<file path="config.mk">
export PLATFORM = sky130hd
export DESIGN_NAME = cla_sub_pipe
export DESIGN_NICKNAME = d
export VERILOG_FILES = /design/src/rtl/cla_sub_pipe.sv
export SDC_FILE = /design/constraint.sdc
export NUM_CORES = 1
export LEC_CHECK = 0
export ABC_AREA = 1
export CELL_PAD_IN_SITES_DETAIL_PLACEMENT = 1
export CELL_PAD_IN_SITES_GLOBAL_PLACEMENT = 1
export CORE_MARGIN = 3
export CORE_UTILIZATION = 36
export CTS_CLUSTER_DIAMETER = 40
export DETAILED_ROUTE_END_ITERATION = 10
export GPL_TIMING_DRIVEN = 0
export PLACE_DENSITY_LB_ADDON = 0.1
export SYNTH_ARGS = -nofsm -noshare
export SYNTH_HDL_FRONTEND = slang
export SYNTH_SLANG_ARGS = --single-unit
</file>
<file path="constraint.sdc">
create_clock -name clk -period 1.4 [get_ports clk]
set_input_delay 0.21 -clock clk [delete_from_list [all_inputs] [get_ports clk]]
set_output_delay 0.21 -clock clk [all_outputs]
set_load 0.01 [all_outputs]
</file>
<file path="src/rtl/cla_sub_pipe.sv">
// rtl/cla_sub_pipe.sv - 2-stage 8-bit carry-lookahead subtractor; CLA_SUB_SATURATE_EN clamps diff to 0x00 on borrow
module cla_sub_pipe (
   input  logic       clk,
   input  logic       rst,
   input  logic       in_valid,
   output logic       in_ready,
   input  logic [7:0] a,
   input  logic [7:0] b,
   input  logic       borrow_in,
   output logic       out_valid,
   input  logic       out_ready,
   output logic [7:0] diff,
   output logic       borrow_out,
   output logic       overflow,
   output logic       zero
);

   // 4-bit lookahead group: returns {group carry-out, c3, c2, c1, c0}
   function automatic logic [4:0] cla4(input logic [3:0] p, input logic [3:0] g, input logic c0);
      logic [4:0] c;
      logic       gg;
      logic       pp;
      gg   = g[3] | (p[3] & g[2]) | (p[3] & p[2] & g[1]) | (p[3] & p[2] & p[1] & g[0]);
      pp   = &p;
      c[0] = c0;
      c[1] = g[0] | (p[0] & c0);
      c[2] = g[1] | (p[1] & g[0]) | (p[1] & p[0] & c0);
      c[3] = g[2] | (p[2] & g[1]) | (p[2] & p[1] & g[0]) | (p[2] & p[1] & p[0] & c0);
      c[4] = gg | (pp & c0);
      return c;
   endfunction

   // stage valids and handshake
   logic       r_s1_v;
   logic       r_s2_v;
   logic       w_s2_adv;
   logic       w_s1_adv;

   // stage-1 data
   logic [3:0] r_s1_sum_lo;
   logic       r_s1_c4;
   logic [3:0] r_s1_p_hi;
   logic [3:0] r_s1_g_hi;
   logic       r_s1_a7;
   logic       r_s1_b7;

   // stage-2 (output) data
   logic [7:0] r_diff;
   logic       r_borrow;
   logic       r_ovf;
   logic       r_zero;

   // subtraction as a + ~b + ~borrow_in
   logic [7:0] w_nb;
   logic [7:0] w_p;
   logic [7:0] w_g;
   logic [4:0] w_c_lo;
   logic [3:0] w_sum_lo;

   logic [4:0] w_c_hi;
   logic [3:0] w_sum_hi;
   logic [7:0] w_diff_raw;
   logic [7:0] w_diff_fin;
   logic       w_borrow;
   logic       w_ovf;

   assign w_s2_adv = !r_s2_v | out_ready;
   assign w_s1_adv = !r_s1_v | w_s2_adv;
   // held low through reset so nothing is taken while the pipe is being flushed
   assign in_ready = w_s1_adv & !rst;

   assign w_nb     = ~b;
   assign w_p      = a ^ w_nb;
   assign w_g      = a & w_nb;
   assign w_c_lo   = cla4(w_p[3:0], w_g[3:0], ~borrow_in);
   assign w_sum_lo = w_p[3:0] ^ w_c_lo[3:0];

   assign w_c_hi     = cla4(r_s1_p_hi, r_s1_g_hi, r_s1_c4);
   assign w_sum_hi   = r_s1_p_hi ^ w_c_hi[3:0];
   assign w_diff_raw = {w_sum_hi, r_s1_sum_lo};
   assign w_borrow   = ~w_c_hi[4];
   assign w_ovf      = (r_s1_a7 ^ r_s1_b7) & (w_diff_raw[7] ^ r_s1_a7);

`ifdef CLA_SUB_SATURATE_EN
   assign w_diff_fin = w_borrow ? 8'h00 : w_diff_raw;
`else
   assign w_diff_fin = w_diff_raw;
`endif

   // pipeline occupancy: each stage refills when it advances
   always_ff @(posedge clk) begin
      if (rst) begin
         r_s1_v <= 1'b0;
         r_s2_v <= 1'b0;
      end else begin
         if (w_s1_adv) r_s1_v <= in_valid;
         if (w_s2_adv) r_s2_v <= r_s1_v;
      end
   end

   // stage 1 captures low-nibble result and high-nibble propagate/generate
   always_ff @(posedge clk) begin
      if (w_s1_adv && in_valid) begin
         r_s1_sum_lo <= w_sum_lo;
         r_s1_c4     <= w_c_lo[4];
         r_s1_p_hi   <= w_p[7:4];
         r_s1_g_hi   <= w_g[7:4];
         r_s1_a7     <= a[7];
         r_s1_b7     <= b[7];
      end
   end

   // stage 2 finishes the high nibble and registers the result flags
   always_ff @(posedge clk) begin
      if (rst) begin
         r_diff   <= 8'h00;
         r_borrow <= 1'b0;
         r_ovf    <= 1'b0;
         r_zero   <= 1'b0;
      end else if (w_s2_adv && r_s1_v) begin
         r_diff   <= w_diff_fin;
         r_borrow <= w_borrow;
         r_ovf    <= w_ovf;
         r_zero   <= (w_diff_fin == 8'h00);
      end
   end

   assign out_valid  = r_s2_v;
   assign diff       = r_diff;
   assign borrow_out = r_borrow;
   assign overflow   = r_ovf;
   assign zero       = r_zero;

endmodule
</file>
Word level (Yosys, flattened, before mapping)
Index checks and enable logic that the tools add are counted.
{ "totals": {"output_inout_bits": 13, "register_bits": 28, "wordCells": 83, "in_bits": 21} }
{ "classes": {"n_reduce_logical": 8, "n_bitwise": 63} }
{ "op_table": {"columns": ["cell", "n"], "rows": [
  ["1-bit bitwise AND", 32],
  ["1-bit bitwise OR", 22],
  ["8-bit bitwise AND", 1],
  ["8-bit zero test", 1],
  ["8-bit inverter", 1],
  ["4-bit AND reduction", 2],
  ["4-bit XOR", 2],
  ["8-bit XOR", 1],
  ["1-bit zero test", 3],
  ["1-bit logical AND", 2],
  ["1-bit inverter", 2],
  ["1-bit XOR", 2]
]} }

Depth between registers and ports, before layout
{ "logic_depth": {"depth_word": 7, "mapped_depth": 9, "mapped_depth_nobuf": 9} }

Worst setup path after synthesis
OpenSTA, ideal clock, no wires.
{ "synth_path": {"path_type": "in2reg", "start": "input port b[1]", "end": "register r_s1_c4 (data pin)", "required_time_ns": 1.146, "n_path_buf": 0, "arrival_ns": 1.064, "setup_slack_ns": 0.082, "path_stages": 6, "setup_time_ns": 0.254, "path_cell_list": "inv_1 -> ha_1 -> a21oi_1 -> o21ai_1 -> a21o_1 -> a21o_1"} }
{ "synth_via": {"elab_chain_len": 6} }
{ "synth_lines": {"columns": ["item", "line", "source"], "rows": [
  ["from (decl)", "8", "input logic [7:0] b,"],
  ["8-bit inverter *", "72", "assign w_nb = ~b;"],
  ["8-bit bitwise AND or 8-bit XOR (tied branches)", "74, 73", null],
  ["1-bit bitwise AND", "23", "gg = g[3] | (p[3] & g[2]) | (p[3] & p[2] & g[1]) | (p[3] & p[2] & p[1] & g[0]);"],
  ["1-bit bitwise OR or 1-bit bitwise AND (tied branches)", "23", null],
  ["1-bit bitwise OR", "23", null],
  ["1-bit bitwise OR *", "29", "c[4] = gg | (pp & c0);"],
  ["via w_c_lo[4]", "57", "logic [4:0] w_c_lo;"],
  ["to (signal assigned)", "105", "r_s1_c4 <= w_c_lo[4];"],
  ["to (decl)", "41", "logic r_s1_c4;"]
]} }
Mark *: on every way through the listed nets, which the timed path passes. The rest lies on a longest branch.
A chain may end at the register's enable or synchronous reset.

Final worst setup path
{ "layout_path": {"start": "register r_s1_c4", "end": "register r_zero, in the netlist zero"} }
{ "layout_rtl": {"columns": ["item", "line", "source"], "rows": [
  ["4-bit XOR", "79", "assign w_sum_hi = r_s1_p_hi ^ w_c_hi[3:0];"],
  ["via w_sum_hi[0]", "61", "logic [3:0] w_sum_hi;"],
  ["8-bit zero test", "124", "r_zero <= (w_diff_fin == 8'h00);"],
  ["to (signal assigned)", "124", null],
  ["to (decl)", "51", "logic r_zero;"]
]} }
The timed path passes the listed nets, and every way through them passes these cells.

==> results.md <==
- Slew Limit Headroom: about four fifths
- Series of cell instances along the critical path: ha_1 -> inv_2 -> nand3_2 -> nor2_2 -> nand2_2 -> nor2_4 -> nand2_2 -> a21oi_2
- Buffer type at the clock tree root: clkbuf_8
- Maximum fanout count along the critical path: 2
- Most numerous cell on the critical path: nand2_2
- Synth-to-Final Area Change: 42.0%
- Synthesized-area fraction occupied by ao, oa, aoi and oai cells: a little under a tenth
- Pin count of the biggest net entering global routing: 16
- Area share of the largest cell type after synthesis: about a third
- Die X: 67.0 um
- Clock transition at the registers of the reported paths: roughly 0.090 ns
- Vias/cell: around 4.7
- Clk network pwr share: between 20% and 30%
- Drt wl/cell: 13.0 um
- HP Start: rst
- Main combinational cell family by area after synthesis: simple AND/OR/NAND/NOR gates
- Setup slack after layout: around 0.0028 ns
- Gr ovfl total: 0
- Xor-xnor portion of the synthesized cell area: 2.61%
- Fraction of power spent switching nets: about a quarter
- Classification of the worst-slack hold path: input pin to flip-flop
- Power per cell area: ~940 mW/mm^2
- Data arrival time of the critical path: approximately 1.6 ns
- Largest area contributor in the netlist: edfxtp_1
- Ports: 34
- Routability congestion estimate from global placement: ~0.73
- Synth Warn #: 0
- Pre-CTS worst setup slack: -0.512 ns
- Ratio of cells with drive above 1 in the final layout: 23.5%
- Vias in the first global route: around 1.2k
- Leakage power summed over all cells: between 0.9 and 1 nW
- Length in cells of the worst reg-to-reg path: 8
- Worst reg2reg endpoint: zero$_SDFFE_PP0P_
- Net Count, Synth: between 150 and 200
- Endpoint kind of the worst setup timing path: flip-flop
- Number of antenna violations at the first check in global routing: 0
- Global-route wire length before repair: ~4.7 mm
- TritonCTS buffer count: 3
- Worst Hold Margin: ~0.38 ns
- Power share of the combinational group: a little over a fifth
- Max-cap violations: 0
- Min Clock Period, post-route: 1.40 ns
- Number of instances in the placed design: between 200 and 250
- Maximum buffer depth of the clock tree: 2
- Antenna diode count: 0
- Port Buf Inserts: 33
- Cell internal power dissipation: 1.33 mW
- Maximum frequency from static timing analysis: 0.716 GHz
- Path type of the worst setup path: flip-flop to flip-flop
- Yosys reg bits: 28
- Critical Path Slowest Stage Cell: edfxtp_1
- CP peak stage delay: 0.41 ns
- Sw Pwr: 459 uW
- Hold Path Cell Cnt: 2
- Fin cells: between 200 and 250
- Number of cells produced by synthesis: 138
- # DRC: 0
- Multiplexer area fraction after synthesis: 0%
- Pins over their slew limit: 0
- Critical Path Start Type: flip-flop
- Clock insertion delay at the later pin of the skew report: approximately 0.27 ns
- Post-DP HPWL: approximately 2.2 mm
- Clock Sink Count: 28
- Post-synthesis cell area: 0.00134 sq mm
- Final clock period utilization by the worst path: between 90% and 100%
- Initial Util: between 30% and 40%
- Worst path required time: ~1.6 ns
- Setup violators final: 0
- Number of design-rule violations left by the first detailed-router iteration: 30
- Avg Inst Size Synth: about 10 sq um
- Fin. Hold Viols: 0
- RSZ-0062 raised after global routing: yes
- Max VDD drop: between 0.5 and 0.6 mV
- Full die area: 0.00449 sq mm
- Reg power frac: a little over half
- Adder-cell share of the synthesized area: roughly a tenth
- Post-route antenna net violation count: 0
- Capture endpoint of the worst hold path: zero$_SDFFE_PP0P_
- NumNets Final: 215
- Slew @ Worst Pin: approximately 0.27 ns
- Detailed-routing iteration count for the pre-antenna-repair pass: 2
- Ranking of synthesized cells by area: edfxtp_1 (34%), dfxtp_1 (19%), ha_1 (8.4%)
- Post-detailed-routing wire length: 2.97 mm
- Number of library cell types mapped by synthesis: 24
- Maximum level of the CTS H-tree: 1
- GRT Resource Usage Total: roughly 14%
- Rows: 21
- Total vias in the final route: approximately 1.1k
- Worst reg2reg startpoint: r_s1_c4$_DFFE_PP_
- TritonCTS clock tree: yes
- Synthesized-area fraction occupied by and/or/nand/nor cells: between 10% and 20%
- Portion of the post-synthesis area used by sequential elements: between 50% and 60%
- Core box area: approximately 0.0035 sq mm
- DIE HEIGHT: about 67 um
- Internal reg-to-reg setup slack: roughly 0.0028 ns
- Worst Skew: between 0.006 and 0.007 ns
- Run status: completed
sequential cells by signal, summed over array words and instances (netlist names):
register / count
out_valid: 1
borrow_out: 1
diff: 8
overflow: 1
r_s1_p_hi: 4
r_s1_a7: 1
r_s1_sum_lo: 4
r_s1_b7: 1
r_s1_g_hi: 4
r_s1_c4: 1
r_s1_v: 1
zero: 1
cell type report:
cell class,instances,area [sq um]
fill,404,1560
inverter,27,105
timing repair buffer,41,409
tap,46,57.6
multi-input combinational,82,567
clock buffer,3,41.3
buffer,1,7.51
sequential,28,713
clock inverter,1,3.75
cell usage in the layout (no fill, tap or decap), drive strengths merged:
| master | n |
|---|---|
| clkinvlp | 1 |
| buf | 9 |
| nand2 | 20 |
| dfxtp | 13 |
| nand3 | 10 |
| o211ai | 1 |
| or2 | 1 |
| dlymetal6s2s | 8 |
| nand4 | 2 |
| inv | 26 |
| clkdlybuf4s50 | 17 |
| clkinv | 1 |
| fa | 1 |
| a21oi | 8 |
| a21o | 2 |
| clkbuf | 4 |
| nor2 | 15 |
| edfxtp | 15 |
| o211a | 1 |
| xnor2 | 1 |
| o21ai | 8 |
| xor2 | 3 |
| dlygate4sd2 | 7 |
| ha | 9 |
synth_stat cells (all sizes together):
cell	count
a21o	2
a21oi	8
buf	1
dfxtp	13
edfxtp	15
fa	1
ha	9
inv	27
nand2	20
nand3	10
nand4	2
nor2	15
o211a	1
o211ai	1
o21ai	8
or2	1
xnor2	1
xor2	3
how the worst max path moves through the flow:
stage | from | to | slack, ns | cells past startpoint
6_report | r_s1_c4$_DFFE_PP_ | zero$_SDFFE_PP0P_ | 0.003 | 8
5_1_grt | r_s1_c4$_DFFE_PP_ | zero$_SDFFE_PP0P_ | -0.07 | 8
4_1_cts | r_s1_p_hi[0]$_DFFE_PP_ | zero$_SDFFE_PP0P_ | 0.003 | 8
3_5_place_dp | b[1] | r_s1_sum_lo[3]$_DFFE_PP_ | -0.51 | 7
3_3_place_gp | rst | in_ready | -0.47 | 5
2_1_floorplan | b[1] | r_s1_c4$_DFFE_PP_ | 0.08 | 6
layer usage:
metal	GRT usage (%)	vias up	wire, um
met3	3.04	2	134
met4	2.28	0	12
li1	-	539	-
met1	14.2	512	1140
met2	27.9	22	1680
met5	0	-	0
worst max-delay path: cells and delay by family (launching register included):
kind | cells | cell delay, ns
AO/OA/AOI/OAI | 1 | 0.10
buffers and inverters | 1 | 0.07
adder cells (fa/ha/maj) | 1 | 0.32
AND/OR/NAND/NOR | 5 | 0.42
flip-flops | 1 | 0.41
metrics by stage:
step | power, mW | utilization, % | instance area (sq um) | TNS [ns]
after global placement | 1.31 | 49.9 | 1730 | -6.85
after floorplan | 1.17 | - | 1340 | 0
final | 1.79 | 54.9 | 1900 | 0
after global routing | 1.90 | 54.9 | 1900 | -0.183
after detailed placement | 1.34 | 49.9 | 1730 | -9.06
after CTS | 1.79 | 53.1 | 1840 | 0
power by group through the flow:
stage | combinational (mW) | sequential [mW] | clock [mW]
2_1_floorplan | 0.170 | 1.00 | 0
3_3_place_gp | 0.319 | 0.995 | 0
3_5_place_dp | 0.337 | 1.00 | 0
4_1_cts | 0.365 | 0.980 | 0.448
5_1_grt | 0.424 | 0.989 | 0.488
6_report | 0.380 | 0.980 | 0.430
repair_timing:
item	in CTS	in global routing
pin swaps	4	6
hold buffers	0	0
gates resized for setup	17	18
setup buffers	5	3
setup endpoints to repair	22	10
logic make-up (layout without fill, tap and decap cells):
kind of cell / after synthesis / in the layout
AOI/OAI and AO/OA: 20 / 20
xor gates and xnor gates: 4 / 4
adders and majority gates: 10 / 10
buffers and inverters: 28 / 73
DFF: 28 / 28
and+or+nand+nor: 48 / 48
(Power assumes the default switching activity.)
==> patch, RTL diff (same flow settings) <==
Put one more register stage on the output `overflow`, cleared by the reset. The value now appears one clock later. The other outputs are not delayed to match.
--- a/src/rtl/cla_sub_pipe.sv
+++ b/src/rtl/cla_sub_pipe.sv
@@ -128,7 +128,13 @@
    assign out_valid  = r_s2_v;
    assign diff       = r_diff;
    assign borrow_out = r_borrow;
-   assign overflow   = r_ovf;
+   always_ff @(posedge clk) begin
+      if (rst) begin
+         overflow <= '0;
+      end else begin
+         overflow <= r_ovf;
+      end
+   end
    assign zero       = r_zero;
 
 endmodule
Check against the original RTL: not equivalent (a bounded check fails within 4 cycles, from zero or initial values and one cycle with rst high).
==> patch against the original RTL <==
The flow now finishes with violations (setup timing). Sequential cell count rose by 1. Power up 13%. Area after synthesis up 1.1%. Critical path type is now primary input to output pin. Die area increased by 1.0%. Routed wire length rose by 3.4%. Non-clock buffer count down 3. Setup slack worse by 10 ps. Largest power group unchanged. Design area increased by 1.4%. Hold slack better by 8.9 ps. First-iteration DRC count fell by 17%.
==> patch: results (changes against the original RTL) <==
{
  "sta": {
    "setup_tns": {"value": -7.46, "unit": "ps", "change": "was 0 ps"},
    "setup_violations": {"value": 1, "change": "was 0"},
    "worst_slack": {"value": -7.46, "unit": "ps", "change": "was 2.80 ps"},
    "clock-skew-final": {"value": 4.39, "unit": "ps", "change": "was 6.39 ps"}
  },
  "grt": {
    "grt_use_met3": {"value": 5.66, "unit": "%", "change": "was 3.04%"},
    "met1_usage_in_global_routing": {"value": 15.9, "unit": "%", "change": "was 14.2%"},
    "globalRouteTotalUtil": {"value": 15.2, "unit": "%", "change": "was 13.8%"},
    "use_met2": {"value": 28.3, "unit": "%", "change": "was 27.9%"}
  },
  "run_status": {
    "failing_checks": "setup timing",
    "status": {"value": "finished with violations", "change": "was finished, final reports clean"}
  },
  "critical_path": {
    "cp_max_fo": {"value": 3, "change": "was 2"},
    "r2r.worst_path.cells": {"value": 7, "change": "was 8"},
    "max_stage_delay": {"value": 470, "unit": "ps", "change": "was 410 ps"},
    "crit_family": {"value": "buffers and inverters", "change": "was simple AND/OR/NAND/NOR gates"}
  },
  "drt": {
    "met3_length": {"value": 165, "unit": "um", "change": "was 134 um"},
    "dr.pass1.iters": {"value": 4, "change": "was 2"},
    "met2_length": {"value": 1670, "unit": "um", "change": "was 1680 um"}
  },
  "yosys": {
    "net_count_of_the_mapped_netlist": {"value": 171, "change": "was 169"},
    "yosys-top-cells-area": {"value": "sky130_fd_sc_hd__edfxtp_1 (33%), sky130_fd_sc_hd__dfxtp_1 (21%), sky130_fd_sc_hd__ha_1 (8.3%), sky130_fd_sc_hd__inv_1 (6.9%), sky130_fd_sc_hd__nand3_1 (3.7%)", "change": "was sky130_fd_sc_hd__edfxtp_1 (34%), sky130_fd_sc_hd__dfxtp_1 (19%), sky130_fd_sc_hd__ha_1 (8.4%), sky130_fd_sc_hd__inv_1 (6.7%), sky130_fd_sc_hd__nor2_1 (3.9%)"},
    "share_of_synthesized_area_occupied_by_flip_flops_and_latches": {"value": 53.9, "unit": "%", "change": "was 53.0%"},
    "post_synth.cell_area_avg": {"value": 9.69, "unit": "um2", "change": "was 9.72 um2"},
    "post_synth_fa_ha_maj_area_fraction": {"value": 9.78, "unit": "%", "change": "was 9.89%"}
  },
  "final_layout": {
    "fillers": {"value": 408, "change": "was 404"},
    "fin_nets": {"value": 216, "change": "was 215"}
  },
  "power_and_ir_drop": {
    "ir_drop": {"value": 0.755, "unit": "mV", "change": "was 0.579 mV"}
  },
  "clocking": {
    "cts_resized": {"value": 12, "change": "was 17"},
    "h_tree_level_count": {"value": 2, "change": "was 1"}
  }
}
-- patch: logic make-up after synthesis --
| group | Yosys count |
|---|---|
| xor+xnor | 4 |
| buf+inv | 29 |
| compound gates | 21 |
| simple gates | 47 |
| flops | 29 |
| fa+ha+maj | 10 |
-- patch: power groups by stage --
stage	Clock, mW	Combinational [mW]	Sequential, mW
2_1_floorplan	0	0.167	1.03
3_3_place_gp	0	0.315	1.02
3_5_place_dp	0	0.336	1.03
4_1_cts	0.657	0.357	1.01
5_1_grt	0.694	0.422	1.02
6_report	0.635	0.373	1.01
-- patch: worst paths after layout --
| check | from | slack [ps] | to |
|---|---|---|---|
| setup / recovery | out_ready | -7 | in_ready |
| hold / removal | rst | 390 | zero |
| setup reg to reg | r_s1_p_hi[0] | 60 | zero |
| hold reg to reg | r_ovf | 470 | overflow |
-- patch: area by class of cell --
type                    count  share of cell area [%]
flip-flops and latches     29                    37.9
multi-input cells          82                    29.0
repair buffers             39                    20.4
inverters                  28                    5.63
clock buffers               8                    4.15
well taps                  46                    2.98
